==> src/rtl/inst_mem_ctrl_if.sv <==
`default_nettype none
// ============================================================================
// Module  : inst_mem_ctrl_if
// Brief   : Program-load and fetch request/response bundle for inst_mem_ctrl.
// Rev     : 1.0
// ============================================================================
interface inst_mem_ctrl_if #(
  parameter int DATA_W = 32,
  parameter int DEPTH  = 32
);
  localparam int ADDR_W = $clog2(DEPTH);

  logic              ld_en;
  logic [ADDR_W-1:0] ld_addr;
  logic [DATA_W-1:0] ld_data;
  logic              req_valid;
  logic              req_ready;
  logic [31:0]       req_addr;
  logic              rsp_valid;
  logic              rsp_ready;
  logic [DATA_W-1:0] rsp_inst;
  logic [31:0]       rsp_pc;
  logic [1:0]        rsp_fault;

  modport master (
    output ld_en, ld_addr, ld_data, req_valid, req_addr, rsp_ready,
    input  req_ready, rsp_valid, rsp_inst, rsp_pc, rsp_fault
  );

  modport slave (
    input  ld_en, ld_addr, ld_data, req_valid, req_addr, rsp_ready,
    output req_ready, rsp_valid, rsp_inst, rsp_pc, rsp_fault
  );
endinterface
`default_nettype wire

==> src/rtl/inst_mem_ctrl.sv <==
`default_nettype none
// ============================================================================
// Module  : inst_mem_ctrl
// Brief   : Loadable instruction RAM with a 1-cycle registered fetch port.
// Rev     : 1.0
// ============================================================================
module inst_mem_ctrl #(
  parameter int                DATA_W   = 32,
  parameter int                DEPTH    = 32,
  parameter logic [DATA_W-1:0] NOP_WORD = {DATA_W{1'b0}}
) (
  input  wire              clk,
  input  wire              rst,
  inst_mem_ctrl_if.slave   bus
);
  localparam int ADDR_W = $clog2(DEPTH);

  localparam logic [1:0] c_FAULT_OK    = 2'b00;
  localparam logic [1:0] c_FAULT_ALIGN = 2'b01;
  localparam logic [1:0] c_FAULT_RANGE = 2'b10;
  localparam logic [1:0] c_FAULT_UNWR  = 2'b11;

  logic [DATA_W-1:0] r_mem [DEPTH];
  logic [DEPTH-1:0]  r_written;

  logic              r_rsp_valid;
  logic [DATA_W-1:0] r_rsp_inst;
  logic [31:0]       r_rsp_pc;
  logic [1:0]        r_rsp_fault;

  logic              w_req_ready;
  logic              w_accept;
  logic [ADDR_W-1:0] w_index;
  logic              w_hi_nz;
  logic [1:0]        w_fault;
  logic [DATA_W-1:0] w_inst;

  // Loads win over fetches so a program image streams in without interleaving.
  assign w_req_ready = !rst && !bus.ld_en && (!r_rsp_valid || bus.rsp_ready);
  assign w_accept    = bus.req_valid && w_req_ready;
  assign w_index     = bus.req_addr[ADDR_W+1:2];
  assign w_hi_nz     = |bus.req_addr[31:ADDR_W+2];

  always_comb begin
    w_fault = c_FAULT_OK;
    w_inst  = NOP_WORD;
    if (bus.req_addr[1:0] != 2'b00) begin
      w_fault = c_FAULT_ALIGN;
    end else if (w_hi_nz) begin
      w_fault = c_FAULT_RANGE;
    end else if (!r_written[w_index]) begin
      w_fault = c_FAULT_UNWR;
    end else begin
      w_inst = r_mem[w_index];
    end
  end

  // Array contents deliberately survive reset; only the written flags clear.
  always_ff @(posedge clk) begin
    if (bus.ld_en) begin
      r_mem[bus.ld_addr] <= bus.ld_data;
    end
  end

  always_ff @(posedge clk or posedge rst) begin
    if (rst) begin
      r_written <= '0;
    end else if (bus.ld_en) begin
      r_written[bus.ld_addr] <= 1'b1;
    end
  end

  always_ff @(posedge clk or posedge rst) begin
    if (rst) begin
      r_rsp_valid <= 1'b0;
      r_rsp_inst  <= '0;
      r_rsp_pc    <= '0;
      r_rsp_fault <= c_FAULT_OK;
    end else if (w_accept) begin
      r_rsp_valid <= 1'b1;
      r_rsp_inst  <= w_inst;
      r_rsp_pc    <= bus.req_addr;
      r_rsp_fault <= w_fault;
    end else if (r_rsp_valid && bus.rsp_ready) begin
      r_rsp_valid <= 1'b0;
    end
  end

  assign bus.req_ready = w_req_ready;
  assign bus.rsp_valid = r_rsp_valid;
  assign bus.rsp_inst  = r_rsp_inst;
  assign bus.rsp_pc    = r_rsp_pc;
  assign bus.rsp_fault = r_rsp_fault;
endmodule
`default_nettype wire

==> src/flat_wrapper.sv <==
// flat-port wrapper written by rule: the top's interface ports become plain ports
module inst_mem_ctrl_flat 
#(
  parameter int                DATA_W   = 32,
  parameter int                DEPTH    = 32,
  parameter logic [DATA_W-1:0] NOP_WORD = {DATA_W{1'b0}}
)
  (clk, rst, bus_ld_en, bus_ld_addr, bus_ld_data, bus_req_valid, bus_req_addr, bus_rsp_ready, bus_req_ready, bus_rsp_valid, bus_rsp_inst, bus_rsp_pc, bus_rsp_fault);
  inst_mem_ctrl_if #(.DATA_W(DATA_W), .DEPTH(DEPTH)) bus_i ();
  input  wire clk;
  input  wire rst;
  input wire logic [$bits(bus_i.ld_en)-1:0] bus_ld_en;
  input wire logic [$bits(bus_i.ld_addr)-1:0] bus_ld_addr;
  input wire logic [$bits(bus_i.ld_data)-1:0] bus_ld_data;
  input wire logic [$bits(bus_i.req_valid)-1:0] bus_req_valid;
  input wire logic [$bits(bus_i.req_addr)-1:0] bus_req_addr;
  input wire logic [$bits(bus_i.rsp_ready)-1:0] bus_rsp_ready;
  output wire logic [$bits(bus_i.req_ready)-1:0] bus_req_ready;
  output wire logic [$bits(bus_i.rsp_valid)-1:0] bus_rsp_valid;
  output wire logic [$bits(bus_i.rsp_inst)-1:0] bus_rsp_inst;
  output wire logic [$bits(bus_i.rsp_pc)-1:0] bus_rsp_pc;
  output wire logic [$bits(bus_i.rsp_fault)-1:0] bus_rsp_fault;
  assign bus_i.ld_en = bus_ld_en;
  assign bus_i.ld_addr = bus_ld_addr;
  assign bus_i.ld_data = bus_ld_data;
  assign bus_i.req_valid = bus_req_valid;
  assign bus_i.req_addr = bus_req_addr;
  assign bus_i.rsp_ready = bus_rsp_ready;
  assign bus_req_ready = bus_i.req_ready;
  assign bus_rsp_valid = bus_i.rsp_valid;
  assign bus_rsp_inst = bus_i.rsp_inst;
  assign bus_rsp_pc = bus_i.rsp_pc;
  assign bus_rsp_fault = bus_i.rsp_fault;
  inst_mem_ctrl #(.DATA_W(DATA_W), .DEPTH(DEPTH), .NOP_WORD(NOP_WORD)) u_core (.clk(clk), .rst(rst), .bus(bus_i));
endmodule
==> config.mk <==
export PLATFORM = sky130hd
export DESIGN_NAME = inst_mem_ctrl_flat
export DESIGN_NICKNAME = d
export VERILOG_FILES = /design/src/rtl/inst_mem_ctrl_if.sv /design/src/rtl/inst_mem_ctrl.sv /design/src/flat_wrapper.sv
export SDC_FILE = /design/constraint.sdc
export NUM_CORES = 1
export LEC_CHECK = 0
export CAP_MARGIN = 20
export CORE_MARGIN = 2
export CORE_UTILIZATION = 55
export DETAILED_ROUTE_END_ITERATION = 12
export HOLD_SLACK_MARGIN = 0.15
export PLACE_DENSITY = 0.78
export RECOVER_POWER = 50
export SLEW_MARGIN = 20
export SYNTH_ARGS = -nofsm -noshare
export SYNTH_HDL_FRONTEND = slang
export SYNTH_SLANG_ARGS = --single-unit
==> constraint.sdc <==
create_clock -name clk -period 3.5 [get_ports clk]
set_input_delay 0.35 -clock clk [delete_from_list [all_inputs] [get_ports clk]]
set_output_delay 0.35 -clock clk [all_outputs]
set_load 0.02 [all_outputs]
# Word-level counts from Yosys, hierarchy flattened
# Memories as Yosys holds them, arrays and structs flattened.
# Index checks and enable logic that the tools add are counted.
dict set report op_classes {
  reduce_logical 12
  n_bitwise 1
  order_cmp 3
  muxes 14
}
# op count
set op_table {}
lappend op_table {{32-bit two-way mux} 3}
lappend op_table {{32-bit bitwise OR} 1}
lappend op_table {{25-bit OR reduction} 1}
lappend op_table {{5-bit by 6-bit less-than comparator with 1-bit output, second input constant} 2}
lappend op_table {{1-bit two-way mux} 6}
lappend op_table {{2-bit two-way mux} 3}
lappend op_table {{1-bit binary-select mux with 5-bit select} 1}
lappend op_table {{1-bit demux with 5-bit select} 1}
lappend op_table {{5-bit by 1-bit greater-or-equal comparator with 1-bit output, second input constant} 1}
lappend op_table {{1-bit logical AND} 5}
lappend op_table {{2-bit nonzero test} 2}
lappend op_table {{1-bit logical NOT} 3}
lappend op_table {{1-bit logical OR} 1}
dict set report totals {
  ff_bits 99
  in_bits 74
  mem_count 1
  wordCells 36
  mem_bits_rw 1024
  output_inout_bits 68
}
# name depth width read_ports rd_clocked_by_memory_dff wr line_no
set memory_table {}
lappend memory_table {u_core.r_mem 32 32 1 0 1 inst_mem_ctrl.sv:23} ;# logic [DATA_W-1:0] r_mem [DEPTH];

# Depth between registers and ports, before layout
dict set report depth {
  depth_word 5
  ltp_mapped 9
  ltp_nobuf 6
}

# Least setup slack after synthesis
# Ideal clock, no wire load.
dict set report synth_path {
  path_type {input to register}
  from {input port bus_ld_addr[1]}
  to {memory u_core.r_mem[12][0], enable pin}
  setup_time_ns 0.422
  path_slack_ns 0.697
  stages 3
  arrival_ns 2.381
  required_ns 3.078
  path_buffers 1
  cell_sequence {or3b_2 > clkbuf_1 > nor2_1}
}
# element line_no
set synth_rtl {}
lappend synth_rtl {{start, declared} flat_wrapper.sv:13} ;# input wire logic [$bits(bus_i.ld_addr)-1:0] bus_ld_addr;
lappend synth_rtl {{end, declared} inst_mem_ctrl.sv:23}
# No word-level cell before the write port.

# Worst setup path in the final report
dict set report layout_path {
  from {input port bus_ld_en}
  to {memory u_core.r_mem[2][7], enable pin}
}
dict set report layout_between {
  elab_chain_len 2
}
# element line_no
set layout_lines {}
lappend layout_lines {{start, declared} flat_wrapper.sv:12} ;# input wire logic [$bits(bus_i.ld_en)-1:0] bus_ld_en;
lappend layout_lines {{1-bit two-way mux} inst_mem_ctrl.sv:60} ;# if (bus.ld_en) begin
lappend layout_lines {{1-bit two-way mux (implied by the code)} inst_mem_ctrl.sv:61} ;# r_mem[bus.ld_addr] <= bus.ld_data;
# Every way passes these cells.

==> summary.txt <==
Worst setup path
  – Setup crit end kind: flip-flop
  – CP startpoint kind: input pin
  – Crit-path cells: dlygate4sd3_1 -> nand3b_1 -> buf_4 -> nor2_1 -> clkbuf_1
  – Critical Path RT: 3.72 ns
  – Worst setup path category: input pin to flip-flop
  – Max incr delay on CP: 1.61 ns
  – Arrival @ worst endpoint: 3.34 ns
  – CP max FO: 20
  – Slowest-stage cell, CP: clkbuf_1

STA
  – Maximum operating frequency: 321 MHz
  – Fin crit share: 89.1%
  – Setup ws final: 0.382 ns
  – Count of final setup violators: 0
  – Setup_tns: 0 ns
  – Fin. max-slew vios: 105
  – Worst-margin pin slew: 2.63 ns
  – Worst hold margin: 0.348 ns
  – RSZ-0062 raised after global routing: false
  – Worst Skew: 0.0233 ns
  – Slew headroom: -75.3%
  – Final Hold Viols: 0
  – Tmin final: 3.12 ns

Clock tree
  – Htree depth: 3
  – Hold_buf cts: 0
  – CTS Buffer Depth: 3
  – Clk slew on worst S/H paths: 0.06 ns
  – Later-pin clock latency in the skew report: 0.66 ns
  – Post-CTS Resized: 0
  – Setup Fix Bufs, Post-CTS: 0
  – Root buf cell: clkbuf_16
  – TritonCTS clock tree: done
  – CTS sink count: 1123
  – Number of buffers created by CTS: 103

Yosys
  – Synth cell types: 36
  – Warnings, synthesis: 0
  – Syn Area/Cell: 22.5 µm²
  – Sequential cell area fraction in the yosys report: 77.4%
  – Area share of the largest cell type after synthesis: 71.6%
  – Cell accounting for the most synthesized area: edfxtp_1
  – Mapped Nets: 1983
  – Mapped cell area: 42900 µm²
  – Syn Inst Count: 1909
  – Area contributors post-synth: edfxtp_1 (72%), mux4_2 (13%), dfrtp_1 (5.8%)
  – Yosys reg bits: 1123

Power
  – Power Total: 28.1 mW
  – Max VDD drop: 0.000422 V
  – PwrDens: 568 nW/µm²
  – Leak: 16.0 nW

Route
  – DR iter-0 viols: 2503
  – Post-route ant nets: 0
  – Final wirelength: 101 mm
  – Vias post-DR: 21132
  – WL per Instance: 31.0 µm
  – DRC: 0
  – Drt first pass iters: 6
  – Avg Vias per Cell: 6.46

Place
  – Final HPWL DP: 55.6 mm
  – Placed inst area: 46300 µm²
  – IO Port Bufs: 141
  – Cells after DPL: 3073
  – GPL Wtd Cong: 0.803
  – Pre-CTS setup slack: 0.486 ns

Finish
  – Post-layout util: 64.1%
  – Non-Filler Instances: 3269
  – Post-Layout Inst Area: 49500 µm²
  – Final nets: 2213
  – Fillers: 4976
  – P&R area growth vs syn: 15.4%
  – Share of layout cells above drive strength 1: 29.1%

Min path
  – Hold crit path type: input pin to flip-flop

Status
  – Failing checks: capacitance limit, slew limit
  – Status: finished, violations left

Floorplanning
  – I/O pin total: 142
  – Die W: 283 µm
  – Die H: 283 µm
  – Core area: 77300 µm²
  – DIE AREA: 80300 µm²
  – Site row count: 102
  – Initial Util: 55.5%

Global routing
  – Global route total overflow: 0
  – Largest net degree at the start of global routing: 82
  – Initial antenna violation count: 5
  – Tot GR Track Use: 25.4%
  – Vias in the first global route: 22459
  – Global-route wire length before repair: 148 mm

Flow run
  – Max_cap viols: 3
-- Yosys cell counts --
cell type and n:
edfxtp_1 1024, buf_1 6, mux2i_1 80, nand4_1 1
o21ai_0 2, nor4_1 5, a221oi_1 29, nor2_1 37
o22ai_1 32, a2111oi_2 1, nand2_1 40, clkbuf_2 2
clkbuf_1 29, mux4_2 256, or2_2 32, nand3b_1 5
o31a_1 1, o21ai_1 31, and2_1 1, buf_4 14
buf_2 34, buf_6 14, o211ai_2 1, a22oi_1 2
or3b_2 3, nor3_1 3, or3_1 1, nor2b_1 4
a21oi_1 5, mux2_2 96, a221oi_2 3, a22o_1 4
nand2b_1 4, inv_1 3, nand3_1 5, dfrtp_1 99
-- where the power goes --
group          switching (mW)  leakage, nW  internal (mW)  total [mW]
logic                   0.986         3.94          0.821        1.81
registers               0.130         10.5           15.0        15.1
clock network            4.77         1.65           6.49        11.3
total                    5.88         16.0           22.3        28.1
-- worst max-delay path, delay by kind of cell --
kind          cells  cell delay (ns)
buf+inv           3             2.67
simple gates      2             0.29
-- sequential cells by signal, indices dropped and copies added, names as in the netlist --
signal                flops
u_core.bus.rsp_fault      2
u_core.bus.rsp_inst      32
u_core.bus.rsp_pc        32
u_core.bus.rsp_valid      1
u_core.r_mem           1024
u_core.r_written         32
-- layout make-up --
class	instances	area (µm²)	area share [%]
antenna	2	5.00	0.0101
multi-input combinational	684	9360	18.9
sequential	1123	33200	67.1
tap	1040	1300	2.63
inverter	3	11.3	0.0227
timing repair buffer	224	2250	4.54
clock inverter	57	643	1.30
clock buffer	136	2740	5.53
-- cell usage in the layout (no fill, tap or decap), types with 3 or more instances in the layout --
master              n
a221oi_2            3
clkinv_1           20
nor2_4             29
mux2_2             96
a22o_1              4
inv_6               4
clkbuf_1           51
mux2i_1            80
clkinv_2           15
nor3_1              3
inv_1               3
nor2_1              8
nor2b_1             3
dfrtp_1            99
nand3b_1            5
o22ai_1            32
nand2b_1            3
o21ai_1            31
dlygate4sd3_1      19
nand2_1            38
clkbuf_16         103
nor4_1              5
mux4_2            256
a221oi_1           29
nand3_1             5
a21oi_1             5
buf_12             26
clkbuf_8            4
bufinv_16          13
edfxtp_1         1024
or3b_2              3
clkdlybuf4s50_1   104
buf_4              50
or2_2              32
-- cells by family after synthesis --
group,count (synthesis),synth area share (%)
simple gates,141,1.61
flops,1123,77.4
compound gates,111,1.81
mux,432,17.8
buf+inv,102,1.36
-- layer usage --
metal  GRT usage (%)  vias to the layer above  wire length [µm]
met5               0                        -                36
met4            9.78                        6              3700
met3            6.10                      236              9890
met2            41.8                     1309             50200
met1            33.0                    11122             37400
li1                -                     8459                 -
-- path summary, 6_finish.rpt --
path | from | to | slack [ns] | depth (start not counted)
max in group asynchronous | rst | u_core.bus.rsp_inst[14] | 0.89 | 2
min in group asynchronous | rst | u_core.bus.rsp_valid | 1.10 | 2
worst max-delay path | bus_ld_en | u_core.r_mem[2][7] | 0.38 | 5
worst min-delay path | bus_req_addr[21] | u_core.bus.rsp_pc[21] | 0.35 | 2
worst max register to register | u_core.r_written[23] | u_core.bus.rsp_inst[16] | 1.03 | 7
worst min register to register | u_core.r_written[11] | u_core.r_written[11] | 0.47 | 1
Power figures use the tool's default switching activity.
